`config.mk`:
```
export PLATFORM = sky130hd
export DESIGN_NAME = matrix_scan
export DESIGN_NICKNAME = d
export VERILOG_FILES = /design/src/rtl/lava_pkg.sv /design/src/rtl/bcm_timer.sv /design/src/rtl/matrix_scan.sv
export SDC_FILE = /design/constraint.sdc
export NUM_CORES = 1
export LEC_CHECK = 0
export BUFFER_PORTS_ARGS = -buffer_cell sky130_fd_sc_hd__buf_2
export CAP_MARGIN = 20
export CORE_AREA = 10 10 82 91
export DETAILED_ROUTE_END_ITERATION = 7
export DIE_AREA = 0 0 92 101
export HOLD_SLACK_MARGIN = 0.03
export PLACE_DENSITY = 0.65
export SLEW_MARGIN = 30
export SYNTH_ARGS = -nofsm -noshare
export SYNTH_HDL_FRONTEND = slang
export SYNTH_SLANG_ARGS = --single-unit
```
`constraint.sdc`:
```
create_clock -name clk -period 2.8 [get_ports clk]
set_clock_uncertainty 0.1 [all_clocks]
set_input_delay 0.56 -clock clk [delete_from_list [all_inputs] [get_ports clk]]
set_output_delay 0.56 -clock clk [all_outputs]
set_load 0.1 [all_outputs]
```
`src/rtl/lava_pkg.sv`:
```
// lava_pkg: shared sizes, state encodings and pixel bit-plane helper for the HUB75 scanner.
package lava_pkg;
  localparam int PIX_W = 12;
  localparam int ADDR_W = 10;
  localparam int COLS = 32;
  localparam int ROWS = 32;
  localparam int SCAN_ROWS = 16;
  localparam int PLANES = 4;
  localparam int COL_W = $clog2(COLS);
  localparam int ROW_W = $clog2(SCAN_ROWS);
  localparam int PLANE_W = $clog2(PLANES);
  typedef enum logic [2:0] {RESET_IDLE, SHIFT, LATCH, DISPLAY, GAP} scan_state_t;
  typedef enum logic [1:0] {RD_TOP, RD_BOT, OUT_LO, OUT_HI} shift_phase_t;
  function automatic logic [2:0] plane_bits(input logic [PIX_W-1:0] pix, input logic [PLANE_W-1:0] p);
    return {pix[8+p], pix[4+p], pix[p]};
  endfunction
endpackage

```
`src/rtl/bcm_timer.sv`:
```
// bcm_timer: loadable down-counter timing one bit-plane's display window.
module bcm_timer #(
  parameter int W = 14
) (
  input  logic         clk,
  input  logic         rst,
  input  logic         load,
  input  logic [W-1:0] val,
  output logic         busy,
  output logic         done
);
  logic [W-1:0] cnt;
  assign busy = cnt != '0;
  assign done = !busy;
  always_ff @(posedge clk or posedge rst)
    if (rst) cnt <= '0;
    else if (load) cnt <= val;
    else if (busy) cnt <= cnt - 1'b1;
endmodule

```
`src/rtl/matrix_scan.sv`:
```
// matrix_scan: 32x32 1/16-scan HUB75 driver with 4-plane binary-coded modulation.
module matrix_scan
  import lava_pkg::*;
#(
  parameter int BASE_TIME = 32
) (
  input  logic              clk,
  input  logic              rst,
  input  logic              frame_ready,
  input  logic [PIX_W-1:0]  pix_in,
  output logic [ADDR_W-1:0] r_addr,
  output logic              swap_en,
  output logic              frame_done,
  output logic [2:0]        rgb_top,
  output logic [2:0]        rgb_bot,
  output logic [ROW_W-1:0]  row_sel,
  output logic              sclk,
  output logic              lat,
  output logic              oe_n
);
  localparam int TW = $clog2(BASE_TIME * 8 + 1);
  scan_state_t st, st_n;
  shift_phase_t ph, ph_n;
  logic [COL_W-1:0] col, col_n;
  logic [PLANE_W-1:0] plane, plane_n;
  logic [ROW_W-1:0] row, row_n;
  logic [2:0] top_bits;
  logic eof, tmr_busy, tmr_done;
  bcm_timer #(.W(TW)) u_timer (
    .clk (clk),
    .rst (rst),
    .load(st == LATCH),
    .val (TW'(BASE_TIME) << plane),
    .busy(tmr_busy),
    .done(tmr_done)
  );
  always_comb begin
    st_n = st;
    ph_n = ph;
    col_n = col;
    plane_n = plane;
    row_n = row;
    eof = st == DISPLAY && tmr_done && plane == PLANE_W'(PLANES - 1) && row == ROW_W'(SCAN_ROWS - 1);
    case (st)
      RESET_IDLE, GAP: st_n = SHIFT;
      SHIFT: begin
        ph_n = shift_phase_t'(ph + 2'd1);
        if (ph == OUT_HI) begin
          col_n = col + 1'b1;
          st_n = col == COL_W'(COLS - 1) ? LATCH : SHIFT;
        end
      end
      LATCH: st_n = DISPLAY;
      DISPLAY: if (tmr_done) begin
        plane_n = plane + 1'b1;
        row_n = plane == PLANE_W'(PLANES - 1) ? row + 1'b1 : row;
        st_n = eof ? GAP : SHIFT;
      end
      default: st_n = RESET_IDLE;
    endcase
  end
  always_ff @(posedge clk or posedge rst)
    if (rst) begin
      st <= RESET_IDLE;
      ph <= RD_TOP;
      col <= '0;
      plane <= '0;
      row <= '0;
    end else begin
      st <= st_n;
      ph <= ph_n;
      col <= col_n;
      plane <= plane_n;
      row <= row_n;
    end
  // r_addr is loaded from the next-state values so it is already on the bus during RD_TOP/RD_BOT.
  always_ff @(posedge clk or posedge rst)
    if (rst) begin
      r_addr <= '0;
      top_bits <= '0;
      rgb_top <= '0;
      rgb_bot <= '0;
      row_sel <= '0;
      sclk <= 1'b0;
      lat <= 1'b0;
      oe_n <= 1'b1;
      frame_done <= 1'b0;
      swap_en <= 1'b0;
    end else begin
      r_addr <= st_n != SHIFT ? r_addr : ph_n == RD_TOP ? {1'b0, row_n, col_n} : ph_n == RD_BOT ? {1'b1, row_n, col_n} : r_addr;
      top_bits <= st == SHIFT && ph == RD_BOT ? plane_bits(pix_in, plane) : top_bits;
      rgb_top <= st == SHIFT && ph == OUT_LO ? top_bits : rgb_top;
      rgb_bot <= st == SHIFT && ph == OUT_LO ? plane_bits(pix_in, plane) : rgb_bot;
      sclk <= st == SHIFT && ph == OUT_HI;
      lat <= st == LATCH;
      row_sel <= st == LATCH ? row : row_sel;
      oe_n <= !(st == DISPLAY && tmr_busy);
      frame_done <= eof;
      swap_en <= eof && frame_ready;
    end
endmodule

```
# Word level (Yosys, flattened, before mapping)
# Index checks and enable logic that the tools add are counted.
# classes
n_shift	1
order_cmp	3
n_bitwise	2
eq_ne	12
reduce_logical	18
addsub	7
mux	21
# ops
operator	count
$mux 10	2
$mux 9	2
$mux 4	3
$pmux 3 s4	1
$mux 5	2
$mux 3	3
$reduce_bool 9->1	1
$shl 6x2->9 const A	1
$sub 9x1->9 const B	1
$bmux 1 s4	2
$logic_and 1x1->1	8
$eq 2x2->1 const B	3
$eq 3x2->1 const B	2
$add 4x2->5 const A	1
$add 5x1->5 const B	1
$eq 5x5->1 const B	1
$lt 2x5->1 const B	1
$lt 4x5->1 const B	1
$lt 5x5->1 const B	1
$add 2x1->2 const B	2
$add 3x2->4 const A	1
$add 4x1->4 const B	1
$eq 2x1->1 const B	2
$eq 4x4->1 const B	1
13 further kinds	20
# word_totals
out_inout_bits	25
regBits	53
wordCells	80
inputBits	15

# Logic depth before layout (Yosys ltp)
# Gate-level depths: netlist of run 1.
# depth
depth_word	11
ltp_mapped	9
ltp_nobuf	8

# By module
# From an unflattened synthesis of run 1, not the netlist that was laid out.
# unflattened
hier_cells	198
area_unflattened_um2	2523.7
# modules_own_cells
module	area_per_inst_um2	cells_each	instances
matrix_scan	1956.9	132	1
bcm_timer	566.8	66	1

# Least setup slack after synthesis of run 1
# No wires, ideal clock.
# synth_path
path_kind	flip-flop to flip-flop
start	register col[0]
end	register r_addr[0]
required_time_ns	2.575
arrival_time_ns	1.962
stages_incl_launch_ff	10
path_slack_ns	0.613
period_less_slack_ns	2.187
setup_time_ns	0.125
path_cell_list	dfrtp_1 ha_1 and3_1 ha_1 and3b_1 o21ai_0 o211a_1 nand4bb_2 buf_6 mux2_4
# synth_via
elab_chain_cells	7
# synth_lines
item	line	rtl
start: declaration	matrix_scan.sv:24	logic [COL_W-1:0] col, col_n;
start signal: assignment	matrix_scan.sv:72	col <= col_n;
$eq 5x5->1	matrix_scan.sv:50	st_n = col == COL_W'(COLS - 1) ? LATCH : SHIFT;
$mux 2	matrix_scan.sv:50	
$mux 3	matrix_scan.sv:48	if (ph == OUT_HI) begin
$pmux 3 s4	matrix_scan.sv:44	case (st)
named net st_n[0]	matrix_scan.sv:22	scan_state_t st, st_n;
$ne 3x1->1	matrix_scan.sv:90	r_addr <= st_n != SHIFT ? r_addr : ph_n == RD_TOP ? {1'b0, row_n, col_n} : ph_n == RD_BOT ? {1'b1, row_n, col_ ...
$not 1->1 (no source line)	--	
$reduce_and 2->1 (no source line)	--	
end signal: assignment	matrix_scan.sv:90	
end: declaration	matrix_scan.sv:11	output logic [ADDR_W-1:0] r_addr,
# The timed path passes the listed nets, and every way through them passes these cells. The select of a mux whose other input is x is not followed.
# A chain may end at the register's enable or synchronous reset.

# Final worst setup path of run 1
# layout_path
start	register col[0]
end	register r_addr[7]
# The elaborated chain is that of the path after synthesis.

==> results.json, run 1 <==
{
  "die_area_sq_mm": 0.00929,
  "hp-class": "input port to asynchronous set/reset pin",
  "synthFlopType": "dfrtp_1",
  "diodes": 0,
  "arrival_ns": 2.48,
  "layout-drive-gt1-share_pct": 39.8,
  "via_per_inst": 4.94,
  "power_density_mw_per_mm2": 469,
  "grt_setup_unrepaired": "no",
  "r2r_start": "col[0]$_DFF_PP0_",
  "track_usage_pct": 10.5,
  "fin_hold_ws_ns": 0.146,
  "ctsHoldBuffers": 0,
  "num_io_pins": 40,
  "worstSetupEndpointType": "flop",
  "cts_buffers": 5,
  "grt_pass1_vias": 1583,
  "async_flop_share_pct": 100,
  "tightestPinTransition_ns": 0.544,
  "finalWirelength_um": 4590,
  "post-cts-setup-buffers": 0,
  "grt_pass1_wl_um": 7870,
  "finalCritPeriodShare_pct": 84.9,
  "critPathLaunch": "col[0]$_DFF_PP0_",
  "post_cts_resized": 0,
  "worstSetupStartpointType": "flop",
  "num_rows": 29,
  "syn-num-nets": 217,
  "grt_max_degree": 23,
  "fin_ws_ns": 0.424,
  "synth-edff-count": 0,
  "max_cap_viol_count": 0,
  "portBuffers": 39,
  "die_w_um": 92,
  "cts_tree": "built",
  "layout_common_cells": "dfrtp_1 (52), buf_2 (39), mux2_2 (17)",
  "core_area_sq_mm": 0.00566,
  "tns_ns": 0,
  "finalSetupViolCount": 0,
  "status": "completed",
  "final-hold-violation-count": 0,
  "synth_seq_cells": 53,
  "final_common_cell": "dfrtp_1",
  "period_needed_ns": 2.38,
  "r2r_cells": 9,
  "synth.avg_cell_area_sq_um": 13.4,
  "clock_latency_ns": 0.31,
  "via_count": 1547,
  "total_power_w": 0.00138,
  "critPathKind": "flop to flop",
  "initial_core_util_pct": 44.8,
  "first_pass_iters": 4,
  "syn_to_final_growth_pct": 16.2,
  "drt-initial-drc-count": 69,
  "antenna_found_initial": 0,
  "htreeDepth": 2,
  "wl_per_cell_um": 14.7,
  "die_y_um": 101,
  "p_leak_nw": 1.49,
  "slew_violations": 0,
  "path_clk_slew_ns": 0.09,
  "final_nets": 262,
  "clockBufferDepth": 2,
  "peakVddDrop_mv": 0.261,
  "fin_util_pct": 52.1,
  "routabilityCongestion": 0.778,
  "root_buffer": "clkbuf_8",
  "netlist_area_sq_mm": 0.00254,
  "clock.fmax_mhz": 421,
  "yosys_warnings": 0,
  "ant_nets": 0,
  "timing.max_slew.rel_slack_pct": 63.7,
  "post-place-ws_ns": 0.463,
  "yosysSeqAreaShare_pct": 52.3,
  "synthCells": 190,
  "worstPathMaxFanout": 10,
  "hpwl_um": 3440,
  "yosysUniqueCellTypes": 43,
  "drc": 0,
  "required_ns": 2.90,
  "grt_overflow_total": 0,
  "clock_sinks": 53
}
[worst max-delay path, stage by stage (launching register included)]
cell and delay (ns):
dfrtp_1 0.42, ha_1 0.21, and3_1 0.19, ha_1 0.18, and3b_1 0.19, o21ai_0 0.14, o211a_1 0.20, nand4bb_2 0.11
buf_4 0.22, mux2_4 0.31
[synthesized netlist by cell type (2+ instances only)]
cell	count	area, sq um
dfrtp_1	52	1300
inv_1	9	33.8
a211oi_1	3	22.5
nand4_1	4	25.0
nand3_1	3	15.0
mux2_2	17	191
mux2_1	2	22.5
xor2_1	5	43.8
and3b_1	3	26.3
mux2i_1	2	20.0
and2_1	3	18.8
and4_1	2	17.5
nor2_1	10	37.5
mux4_2	3	67.6
nor3_1	2	10.0
a21oi_1	2	10.0
nand2_1	12	45.0
o21ai_0	3	15.0
clkbuf_1	3	11.3
xnor2_1	7	61.3
mux2_4	10	150
ha_1	12	150
[logic make-up (layout without fill, tap and decap cells)]
kind of cell	count (synthesis)	after routing	synth area share, %
AOI/OAI and AO/OA	10	10	2.56
DFF	53	53	52.3
and+or+nand+nor	53	53	13.9
adders and majority gates	12	12	5.91
xor gates and xnor gates	13	13	4.78
buffers and inverters	15	61	2.71
muxes	34	34	17.8
[where the power goes]
group | leakage [nW] | switching (W) | total [W] | internal, W
clock network | 0.0585 | 0.000243 | 0.000535 | 0.000292
registers | 0.687 | 0.00000264 | 0.000774 | 0.000771
logic | 0.740 | 0.0000550 | 0.0000742 | 0.0000192
[state kept, by name, indices dropped and copies added (netlist names)]
register     count
r_addr          10
u_timer.cnt      9
col              5
row              4
row_sel          4
rgb_bot          3
rgb_top          3
st               3
top_bits         3
ph               2
plane            2
frame_done       1
lat              1
oe_n             1
sclk             1
swap_en          1
[layout make-up]
class	instances	area [sq um]
clock buffers	7	86.3
clock inverters	1	30.0
fillers	518	2710
inverters	9	33.8
multi-input cells	122	1140
flip-flops and latches	53	1330
well taps	77	96.3
repair buffers	44	233
[final timing paths]
kind	end	slack (ns)
hold reg to reg	col[3]$_DFF_PP0_	0.40
hold / removal	r_addr[5]$_DFFE_PP0P_	0.15
min in group clk	swap_en$_DFF_PP0_	0.36
setup reg to reg	r_addr[7]$_DFFE_PP0P_	0.42
setup / recovery	r_addr[7]$_DFFE_PP0P_	0.42
max in group asynchronous	oe_n$_DFF_PP1_	1.79
[metal layers]
layer / up-vias / global-route usage, % / part of all wire, %
li1: 757 / - / -
met1: 754 / 12.6 / 43
met2: 26 / 17.0 / 50
met3: 10 / 3.28 / 4.8
met4: 0 / 4.63 / 2.4
met5: - / 0 / 0
[per-stage QoR]
stage	std cells	cell area, sq um
CTS	313	2950
global placement	305	2830
floorplan	190	2540
finish	313	2950
global route	313	2950
detailed placement	305	2830
Note: power is estimated with default switching activity, not from simulation.
==> run 2: changes to the inputs <==
Settings changed: PLACE_DENSITY 0.65 to 0.68.
Clock period 2.8 ns to 2.1 ns, I/O delays scaled along.
==> results.json, run 2 (same netlist as run 1, synthesis figures left out) <==
{
  "critPathSlowestCell": "dfrtp_1",
  "critPathMaxStageDelay_ns": 0.41,
  "grt_setup_unrepaired": "yes",
  "failed_checks": "setup timing",
  "finalWirelength_um": 4900,
  "portBuffers": 39,
  "root_buffer": "clkbuf_8",
  "seq_power_share_pct": 56.8,
  "path_cells": "ha_2, and3_4, ha_4, and3b_1, o21ai_1, o211a_1, nand4bb_4, clkbuf_16, mux2_4",
  "p_int_w": 0.00141,
  "switching_share_pct": 22.2,
  "first_pass_iters": 4,
  "core_area_sq_mm": 0.00566,
  "timing.max_slew.rel_slack_pct": 67.2,
  "grt_max_degree": 35,
  "antenna_found_initial": 0,
  "clock.fmax_mhz": 436,
  "cts_buffers": 5,
  "routabilityCongestion": 0.798,
  "num_io_pins": 40,
  "switchingPower_w": 0.000404,
  "die_y_um": 101,
  "power_density_mw_per_mm2": 575,
  "cp_top_family": "simple AND/OR/NAND/NOR gates",
  "grt_overflow_total": 0,
  "finalSetupViolCount": 10,
  "die_w_um": 92,
  "path_depth": 9,
  "layout-drive-gt1-share_pct": 45.3,
  "ant_nets": 0,
  "placed_cells": 319,
  "hpwl_um": 3620,
  "via_per_inst": 4.86,
  "p_clk_share_pct": 37.6,
  "use_met3_pct": 3.43,
  "initial_core_util_pct": 44.8,
  "worstSetupStartpointType": "flop",
  "peakVddDrop_mv": 0.277,
  "grt_pass1_wl_um": 8250,
  "via_count": 1608,
  "drc": 0,
  "slew_violations": 0,
  "syn_to_final_growth_pct": 24.5,
  "period_needed_ns": 2.30,
  "largestRegisters": "r_addr: 10 flops, u_timer.cnt: 9 flops, col: 5 flops",
  "p_comb_share_pct": 5.6,
  "total_power_w": 0.00182,
  "diodes": 0,
  "final-hold-violation-count": 0,
  "grt_pass1_vias": 1705,
  "layout_common_cells": "dfrtp_1 (52), buf_2 (39), buf_4 (19)",
  "worstSetupEndpointType": "flop",
  "critPathKind": "flop to flop",
  "wl_per_cell_um": 14.8,
  "p_leak_nw": 1.58,
  "htreeDepth": 2,
  "clockBufferDepth": 2,
  "fin_ws_ns": -0.195,
  "busiest_layer": "met2",
  "worstPathMaxFanout": 5,
  "grtUsageMet2_pct": 17.3,
  "grt_use_met1_pct": 13.6,
  "finalCritPeriodShare_pct": 109,
  "status": "finished with violations",
  "drt-initial-drc-count": 76,
  "critPathBufInv": 1,
  "tightestPinTransition_ns": 0.495,
  "num_rows": 29,
  "regMostFlops": "r_addr",
  "path_clk_slew_ns": 0.09,
  "r2r_cells": 9,
  "hold_path_depth": 2,
  "hp-class": "input port to flop",
  "arrival_ns": 2.39,
  "clock_sinks": 53,
  "required_ns": 2.20,
  "cts_tree": "built",
  "largest_register_ffs": 10,
  "track_usage_pct": 10.9,
  "max_cap_viol_count": 0,
  "fin_cells": 331,
  "die_area_sq_mm": 0.00929,
  "tns_ns": -1.81,
  "final_nets": 280,
  "clock_latency_ns": 0.31,
  "final_common_cell": "dfrtp_1"
}
-- run 2: changes by cell type in the layout (fill, tap and decap cells not counted), sizes merged --
cell         delta
buf            +16
clkinv          +1
dlygate4sd3     +1
-- run 2: final timing paths --
check | start | endpoint | slack (ns)
max | col[0]$_DFF_PP0_ | r_addr[4]$_DFFE_PP0P_ | -0.20
min | frame_ready | swap_en$_DFF_PP0_ | 0.27
max reg2reg | col[0]$_DFF_PP0_ | r_addr[4]$_DFFE_PP0P_ | -0.20
min reg2reg | rgb_bot[1]$_DFFE_PP0P_ | rgb_bot[1]$_DFFE_PP0P_ | 0.41
max in group asynchronous | rst | oe_n$_DFF_PP1_ | 0.73
min in group asynchronous | rst | row_sel[0]$_DFFE_PP0P_ | 0.57
-- run 2: worst reg2reg max path, cell delays in order (launching register included) --
cell and delay [ns]:
dfrtp_1 0.41, ha_2 0.19, and3_4 0.17, ha_4 0.15, and3b_1 0.17, o21ai_1 0.12, o211a_1 0.22, nand4bb_4 0.17
clkbuf_16 0.20, mux2_4 0.29
-- run 2: power groups by stage --
stage / registers, W / clock network (W) / logic (W)
final: 0.00103 / 0.000684 / 0.000102
after global routing: 0.00103 / 0.000753 / 0.000110
after CTS: 0.00103 / 0.000710 / 0.000105
after detailed placement: 0.00105 / 0 / 0.000103
after global placement: 0.00105 / 0 / 0.000102
after floorplan: 0.00110 / 0 / 0.0000273
-- run 2: area by class of cell --
cell class / instances / area (sq um)
clock inverter: 2 / 38.8
sequential: 53 / 1330
tap: 77 / 96.3
timing repair buffer: 62 / 413
clock buffer: 6 / 72.6
inverter: 9 / 33.8
multi-input combinational: 122 / 1180
fill: 494 / 2500
-- run 2: layer usage --
metal,wire length (um),share of wire [%]
met5,0,0
met1,2170,44
met3,247,5.0
met4,69,1.4
met2,2410,49
-- run 2: metrics by stage --
step / utilization [%] / area [sq um] / setup slack (ns) / hold WS [ns]
2_1_floorplan: - / 2540 / 0.00713 / 0.357
3_3_place_gp: 52.4 / 2970 / -0.0518 / 0.347
3_5_place_dp: 52.4 / 2970 / -0.111 / 0.355
4_1_cts: 54.6 / 3090 / -0.144 / 0.250
5_1_grt: 55.9 / 3160 / -0.241 / 0.255
6_report: 55.9 / 3160 / -0.195 / 0.266
-- run 2: what timing repair did --
item,4_1_cts,5_1_grt
gates resized for setup,0,4
setup endpoints to repair,10,11
hold endpoints to repair,19,0
buffers inserted,0,2
gates cloned,0,1
pin swaps,0,3
hold buffers,1,0
